--- src/rtl/pipe_hazard_ctrl.sv ---
// Pipeline hazard control for the 5-stage pipeline.
// Resolves three conditions: load-use stalls, taken-branch flushes and MUL/DIV
// occupancy of EX. It also keeps a saturating count of stalled cycles.
module pipe_hazard_ctrl #(
    parameter int unsigned MUL_LAT      = 4,
    parameter int unsigned DIV_LAT      = 32,
    parameter bit          BRANCH_FLUSH = 1'b1,
    parameter int unsigned CNT_W        = 32
) (
    input  logic             clk,
    input  logic             rst,
    input  logic [4:0]       id_rs,
    input  logic [4:0]       id_rt,
    input  logic             id_use_rs,
    input  logic             id_use_rt,
    input  logic             id_branch_taken,
    input  logic             ex_mem_read,
    input  logic [4:0]       ex_rd,
    input  logic             ex_muldiv,
    input  logic             ex_is_div,
    output logic             pc_en,
    output logic             if_id_en,
    output logic             if_id_flush,
    output logic             id_ex_en,
    output logic             id_ex_flush,
    output logic             ex_mem_flush,
    output logic             md_busy,
    output logic [CNT_W-1:0] stall_cycles
);

    localparam int unsigned CW = 6;
    localparam logic [CW-1:0] MUL_LOAD = CW'(MUL_LAT - 1);
    localparam logic [CW-1:0] DIV_LOAD = CW'(DIV_LAT - 1);

    typedef enum logic {
        RUN  = 1'b0,
        BUSY = 1'b1
    } state_t;

    state_t          state;
    logic [CW-1:0]   cnt;
    logic            md_stall;
    logic            lu_hazard;
    logic [CNT_W-1:0] stall_cnt;

    // MUL/DIV occupancy FSM; ex_muldiv is only looked at in RUN
    always_ff @(posedge clk) begin
        if (!rst) begin
            state <= RUN;
            cnt   <= '0;
        end else begin
            case (state)
                RUN: begin
                    if (ex_muldiv) begin
                        state <= BUSY;
                        cnt   <= ex_is_div ? DIV_LOAD : MUL_LOAD;
                    end
                end
                BUSY: begin
                    if (cnt == '0) begin
                        state <= RUN;
                    end else begin
                        cnt <= cnt - CW'(1);
                    end
                end
                default: begin
                    state <= RUN;
                    cnt   <= '0;
                end
            endcase
        end
    end

    // Hazard detection; r0 is never a real dependency
    always_comb begin
        md_stall  = ((state == RUN) && ex_muldiv) || ((state == BUSY) && (cnt != '0));
        lu_hazard = ex_mem_read && (ex_rd != 5'd0) &&
                    ((id_use_rs && (id_rs == ex_rd)) || (id_use_rt && (id_rt == ex_rd)));
    end

    // Stage enables and flushes, priority md_stall > load-use > branch
    always_comb begin
        pc_en        = 1'b1;
        if_id_en     = 1'b1;
        if_id_flush  = 1'b0;
        id_ex_en     = 1'b1;
        id_ex_flush  = 1'b0;
        ex_mem_flush = 1'b0;
        if (rst) begin
            if (md_stall) begin
                pc_en        = 1'b0;
                if_id_en     = 1'b0;
                id_ex_en     = 1'b0;
                ex_mem_flush = 1'b1;
            end else if (lu_hazard) begin
                pc_en       = 1'b0;
                if_id_en    = 1'b0;
                id_ex_flush = 1'b1;
            end else if (id_branch_taken && BRANCH_FLUSH) begin
                if_id_flush = 1'b1;
            end
        end
    end

    // Saturating count of cycles with the PC held
    always_ff @(posedge clk) begin
        if (!rst) begin
            stall_cnt <= '0;
        end else if (!pc_en && (stall_cnt != '1)) begin
            stall_cnt <= stall_cnt + CNT_W'(1);
        end
    end

    assign md_busy      = rst && (state == BUSY);
    assign stall_cycles = stall_cnt;

endmodule

--- config.mk ---
export PLATFORM = sky130hd
export DESIGN_NAME = pipe_hazard_ctrl
export DESIGN_NICKNAME = d
export VERILOG_FILES = /design/src/rtl/pipe_hazard_ctrl.sv
export SDC_FILE = /design/constraint.sdc
export NUM_CORES = 1
export LEC_CHECK = 0
export ABC_AREA = 1
export BUFFER_PORTS_ARGS = -buffer_cell sky130_fd_sc_hd__buf_2
export CORE_UTILIZATION = 55
export DETAILED_ROUTE_END_ITERATION = 12
export PLACE_DENSITY = 0.83
export SETUP_SLACK_MARGIN = 0.5
export SYNTH_ARGS = -nofsm -noshare
export SYNTH_HDL_FRONTEND = slang
export SYNTH_SLANG_ARGS = --single-unit
--- constraint.sdc ---
create_clock -name clk -period 2.8 [get_ports clk]
set_input_delay 0.84 -clock clk [delete_from_list [all_inputs] [get_ports clk]]
set_output_delay 0.84 -clock clk [all_outputs]
set_load 0.02 [all_outputs]
==> results of run 1 <==
==> what timing repair did <==
action | 4_1_cts | 5_1_grt
setup buffers | 0 | 1
resized for setup | 32 | 17
setup endpoints to repair | 7 | 21
pin swaps | 14 | 13
==> metal layers <==
layer / GRT usage [%] / vias to the layer above
met5: 0 / -
met4: 9.615 / 0
met3: 6.310 / 14
met2: 42.71 / 96
met1: 34.06 / 1354
li1: - / 1584
==> power by group through the flow <==
stage	clock network [mW]	registers, mW	logic (mW)
2_1_floorplan	0	0.610	0.209
3_5_place_dp	0	0.606	0.265
4_1_cts	0.396	0.593	0.284
5_1_grt	0.419	0.597	0.326
6_report	0.387	0.594	0.294
3_3_place_gp	0	0.605	0.257
==> cell usage in the layout, fill, tap and decap left out, types with 2 or more instances in the layout <==
master,n
inv_2,12
clkbuf_8,6
a21oi_1,19
nor2_1,64
nand3_1,43
buf_12,2
inv_8,2
buf_6,10
nor2_2,11
nor3_1,8
ha_1,3
dfxtp_1,39
inv_12,3
nand2_2,26
o21ai_0,2
nand4_1,14
nand2_4,3
inv_4,5
inv_1,59
nand2_1,124
buf_2,44
nor2_4,5
buf_8,2
nand3_2,5
buf_4,9
==> flip-flops by register name (all words and copies together) (netlist names) <==
| register | flops |
|---|---|
| stall_cycles | 32 |
| cnt | 6 |
| state | 1 |
==> final cells by class <==
| type | instances | area, sq um |
|---|---|---|
| Tap cell | 67 | 83.83 |
| Inverter | 81 | 369.1 |
| Multi-Input combinational cell | 340 | 1695 |
| Sequential cell | 39 | 780.7 |
| Fill cell | 396 | 1361 |
| Clock inverter | 1 | 5.005 |
| Clock buffer | 6 | 82.58 |
| Timing Repair Buffer | 67 | 470.5 |
==> logic make-up after synthesis <==
logic type      Yosys count  synth area share (%)
compound gates           27                 5.649
fa+ha+maj                 3                 1.324
buf+inv                  95                 15.00
flops                    39                 27.54
simple gates            309                 50.18
xor+xnor                  1                0.3090
==> how the worst max path moves through the flow <==
stage	from	end	slack (ns)	depth (start not counted)
after floorplan	id_rt[0]	if_id_flush	0.23	10
after global placement	ex_rd[2]	if_id_flush	0.11	10
after detailed placement	ex_rd[2]	if_id_flush	0.07	11
after CTS	ex_rd[2]	if_id_flush	0.19	9
after global routing	id_rt[3]	if_id_flush	0.05	11
final	id_rt[3]	if_id_flush	0.13	11
==> critical path, cell delays in order <==
cell and delay [ns]:
buf_2 0.12, inv_2 0.05, nand2_2 0.06, nand2_2 0.07, nor2_1 0.04, nand3_1 0.06, nand2_1 0.06, nand2_2 0.10
nand2_4 0.08, nor3b_4 0.20, buf_6 0.14
==> per-stage QoR <==
step | instance area [sq um] | instances
after floorplan | 2942 | 474
after global placement | 3237 | 593
after detailed placement | 3237 | 593
after CTS | 3430 | 600
after global routing | 3487 | 601
final | 3487 | 601
==> impl_results.md, run 1 <==
- Pwr dens: around 370 mW/mm^2
- CP Class: input port to output pin
- H-tree depth: 2
- Syn Area/Cell: roughly 6 sq um
- Syn nets: 500
- Sequential fraction of the synthesis area: between 20% and 30%
- GR Util All Layers: 26.42%
- Pin count of the biggest net entering global routing: between 60 and 70
- CTS root buf: clkbuf_8
- Fmax: 0.3750 GHz
- Top cell type's share of synthesized area: between 20 and 30%
- Peak supply drop: 290.1 uV
- Num rows: 25
- Hold-fix buffers, CTS: 0
- Slew HR: between 60% and 70%
- Initial Util: between 50% and 60%
- Worst hold path type: flip-flop to flip-flop
- Routed WL per cell: between 10 and 15 um
- Main synth FF type: dfxtp_1
- RSZ-0062 raised after global routing: true
- Die footprint: between 0.005 and 0.006 sq mm
- Logic pwr share: a little under a quarter
- Min Tclk post-route: about 2.7 ns
- Total power: ~1.3 mW
- CP Launch Type: input port
- Util after Layout: between 70% and 80%
- Power share of the clock group: between 30 and 40%
- R2r setup slk: between 0.7 and 0.8 ns
- Routed wire length: approximately 6.7 mm
- Top-count cell post-synth: nand2_1
- CP arrival: approximately 1.8 ns
- RR Endpoint: stall_cycles[1]
- Worst min-delay path endpoint: cnt[5]
- Final hold slack: around 0.5 ns
- Outcome: finished clean
- TritonCTS clock tree: yes
- Top routing layer used: met4
- WL met2: 3.241 mm
- Clk_lat worst skew: 0.30 ns
- Setup ws final: approximately 0.13 ns
- DR iter-0 viols: 260
- Mapped Cells: around 470
- DRC: 0
- Pre-CTS setup slack: 0.06962 ns
- Synth cell types: 33
- Setup Total Neg Slack: 0 ns
- Worst-Margin Slew: 0.5772 ns
- Area growth syn-to-layout: 22.99%
- Max cap viols: 0
- Mapped cell area: between 0.002 and 0.003 sq mm
- Met3 WL: about 340 um
- Internal: 0.8811 mW
- Post-layout net count: 560
- R2R depth: 9
- Post-synth EDFFs: 0
- Vias: 3048
- Switch share: 30.92%
- Global placer's final weighted congestion: just over 0.9
- WL met1: 3.013 mm
- Synth area leaders: dfxtp_1, nand2_1, inv_1
- Post-DP HPWL: a little under 5 mm
- Pre-antenna DRT Iters: 5
- Via/cell ratio: roughly 5.1
- Async set or reset register ratio after synthesis: 0%
- Nature of the critical path endpoint: output pin
- Port bufs: 61
- Final count of negative-setup-slack endpoints: 0
- Final Hold Fails: 0
- Grt total ovfl: 0
- Clock slew at reported path FFs: 0.07 ns
- Vias in the first global route: 2629
- CP required: 1.96 ns
- Hold Path Depth: 2
- Die X: 73.80 um
- Core area: 0.004848 sq mm
- YS warnings: 0
- Clk sink count: 39
- Period utilisation layout: a little over nine tenths
- Hold Startpoint: cnt[5]
- Ant diodes: 0
- Cell taking the most area after synthesis: dfxtp_1
- NetSw: 0.3943 mW
- Worst Path Max Fanout: 3
- Proportion of layout cells with a drive suffix above 1: 28.28%
- ANT nets after route: 0
- First-pass GRT wire length: between 10 and 15 mm
- Antenna violations before repair: 0
- Post-Route Skew: just under 0.006 ns
- Io pins: 62
- Inserted Clock Buffers: 5
- Reg power frac: between 40 and 50%
- Die Y: roughly 74 um
- Max Slew Vio Count: 0
- LEAKAGE: ~1.7 nW
- Crit Reg-Reg Startpoint: cnt[0]
- Clk buf depth: 2
- Synthesized flop and latch total: 39
- Top cells by count, synth: nand2_1, inv_1, nor2_1
No activity file was read; power rests on OpenSTA's default activity.
==> run 2, diff against run 1 <==
--- a/config.mk
+++ b/config.mk
@@ -7,8 +7,8 @@
 export LEC_CHECK = 0
 export ABC_AREA = 1
-export BUFFER_PORTS_ARGS = -buffer_cell sky130_fd_sc_hd__buf_2
 export CORE_UTILIZATION = 55
 export DETAILED_ROUTE_END_ITERATION = 12
-export PLACE_DENSITY = 0.83
+export DONT_BUFFER_PORTS = 1
+export PLACE_DENSITY = 0.72
 export SETUP_SLACK_MARGIN = 0.5
 export SYNTH_ARGS = -nofsm -noshare
==> constraint.sdc (replaced) <==
create_clock -name clk -period 2.8 [get_ports clk]
set_input_delay 0.84 -clock clk [delete_from_list [all_inputs] [get_ports clk]]
set_output_delay 0.84 -clock clk [all_outputs]
set_load 0.005 [all_outputs]
==> impl_results.md, run 2 (synthesis gave the netlist of run 1 again) <==
- Outcome: finished clean
- Logic pwr share: 17.1% (-6.0 points)
- Die X: 73.80 um (unchanged)
- Hold Path Depth: 2 (unchanged)
- Max Slew Vio Count: 0 (unchanged)
- Worst min-delay path endpoint: cnt[3]
- CP Class: input port to output pin
- Setup Total Neg Slack: 0 ns (unchanged)
- CP required: 1.96 ns (about the same)
- Core area: 0.004848 sq mm (unchanged)
- Final Hold Fails: 0 (unchanged)
- Antenna violations before repair: 0 (unchanged)
- Proportion of layout cells with a drive suffix above 1: 17.97% (-10 points)
- Die footprint: 0.005446 sq mm (unchanged)
- Area growth syn-to-layout: 9.047%
- Final hold slack: 0.4905 ns (-0.008781 ns)
- Reg power frac: 48.6% (+2.0 points)
- H-tree depth: 2 (unchanged)
- Max reg flops: 32 (unchanged)
- RR Endpoint: stall_cycles[19]
- TritonCTS clock tree: yes
- Routed WL per cell: 11.56 um (+3.5%)
- Port bufs: 0 (-100%)
- Post-DP HPWL: 4.656 mm (-4.2%)
- Clk_lat worst skew: 0.29 ns (about the same)
- Placed cell count: 530 (-11%)
- Die Y: 73.80 um (unchanged)
- Initial Util: 58.48% (unchanged)
- Pin count of the biggest net entering global routing: 48 (-21%)
- Vias: 2704 (-11%)
- Max cap viols: 0 (unchanged)
- Clk buf depth: 2 (unchanged)
- GR Util All Layers: 24.47% (-1.9 points)
- Worst-Margin Slew: 0.3246 ns (-0.2527 ns)
- Pwr dens: 396.1 mW/mm^2 (+8.3%)
- Grt total ovfl: 0 (unchanged)
- Most frequent cells in the layout: nand2_1, nor2_1, inv_1
- Pre-antenna DRT Iters: 4 (-1)
- NetSw: 0.3452 mW (-12%)
- Global placer's final weighted congestion: 0.8604 (-7.3%)
- Final count of negative-setup-slack endpoints: 0 (unchanged)
- Vias in the first global route: 2291 (-13%)
- Io pins: 62 (unchanged)
- Min Tclk post-route: 2.365 ns (-0.3012 ns)
- Clk sink count: 39 (unchanged)
- Period utilisation layout: 84.48% (-11 points)
- Switch share: 28.19% (-2.7 points)
- DR iter-0 viols: 144 (-45%)
- Hold-fix buffers, CTS: 0 (unchanged)
- Power share of the clock group: 34.3% (+3.9 points)
- Inserted Clock Buffers: 5 (unchanged)
- Fin cells: 540 (-10%)
- LEAKAGE: 1.434 nW (-18%)
- CP Launch Type: input port
- Routed wire length: 6.244 mm (-7.0%)
- Slew HR: 78.16% (+17 points)
- CP arrival: 1.53 ns (-0.30 ns)
- Crit Reg-Reg Startpoint: stall_cycles[0]
- Num rows: 25 (unchanged)
- Clock slew at reported path FFs: 0.07 ns (about the same)
- Worst Path Max Fanout: 3 (unchanged)
- R2r setup slk: 0.86 ns (+0.09 ns)
- DRC: 0 (unchanged)
- Hold Startpoint: cnt[3]
- Internal: 0.8794 mW (-0.19%)
- Total power: 1.225 mW (-4.0%)
- Ant diodes: 0 (unchanged)
- Commonest non-fill, non-tap cell in the layout: nand2_1
- Post-Route Skew: 0.004394 ns (-0.001381 ns)
- Fmax: 0.4228 GHz (+13%)
- Post-layout net count: 498 (-11%)
- R2R depth: 10 (+1)
- Worst Setup SP: ex_rd[3]
- Peak supply drop: 237.3 uV (-18%)
- CTS root buf: clkbuf_8
- Via/cell ratio: 5.007 (-1.3%)
- First-pass GRT wire length: 10.34 mm (-8.4%)
- ANT nets after route: 0 (unchanged)
- RSZ-0062 raised after global routing: true
- Worst hold path type: flip-flop to flip-flop
- Nature of the critical path endpoint: output pin
-- run 2: changes by cell type in the layout (fill, tap and decap cells not counted), moves of 3 or more --
| cell | previous run | this run |
|---|---|---|
| nand2_2 | 26 | 19 |
| buf_4 | 9 | 4 |
| nand2_4 | 3 | 6 |
| buf_2 | 44 | 0 |
| buf_6 | 10 | 1 |
| nand2_1 | 124 | 128 |
-- run 2: what timing repair did --
action,in CTS,in global routing
buffers inserted,2,0
pin swaps,9,4
endpoints found under the setup margin,6,8
resized for setup,6,16
-- run 2: power groups by stage --
| stage | Sequential, mW | Clock, mW | Combinational, mW |
|---|---|---|---|
| after floorplan | 0.603 | 0 | 0.198 |
| after detailed placement | 0.608 | 0 | 0.192 |
| after CTS | 0.595 | 0.435 | 0.201 |
| after global routing | 0.598 | 0.454 | 0.239 |
| after global placement | 0.608 | 0 | 0.191 |
| final | 0.596 | 0.420 | 0.209 |
-- run 2: per-layer routing --
layer  global-route usage, %  share of wire, %  up-vias
li1                        -                 -     1464
met1                   34.69                49     1157
met2                   36.80                42       76
met3                   5.350               6.9        7
met4                   7.265               1.2        0
met5                       0                 0        -
-- run 2: cell type report --
type                    instances  area, sq um
clock buffers                   8        100.1
fillers                       472         1757
inverters                      81        392.9
multi-input cells             340         1693
flip-flops and latches         39        780.7
well taps                      67        83.83
repair buffers                  5        41.29
-- run 2: how the worst max path moves through the flow --
stage | to | slack [ns] | cells past startpoint
global route | if_id_flush | 0.36 | 9
floorplan | pc_en | 0.31 | 11
CTS | if_id_flush | 0.45 | 7
finish | if_id_flush | 0.43 | 7
global placement | if_id_flush | 0.36 | 7
detailed placement | if_id_flush | 0.35 | 7
-- run 2: critical path, stage by stage --
cell and delay, ns:
inv_16 0.03, nand4_1 0.09, o21ai_1 0.13, inv_1 0.06, nand2_2 0.09, nand2_4 0.08
nor3b_4 0.19
-- run 2: per-stage QoR --
stage	worst slack, ns	util (%)	instance area, sq um
floorplan	0.3063	-	2938
global placement	0.3592	60.08	2913
detailed placement	0.3452	60.08	2913
CTS	0.4459	62.71	3040
global route	0.3575	63.77	3092
finish	0.4346	63.77	3092
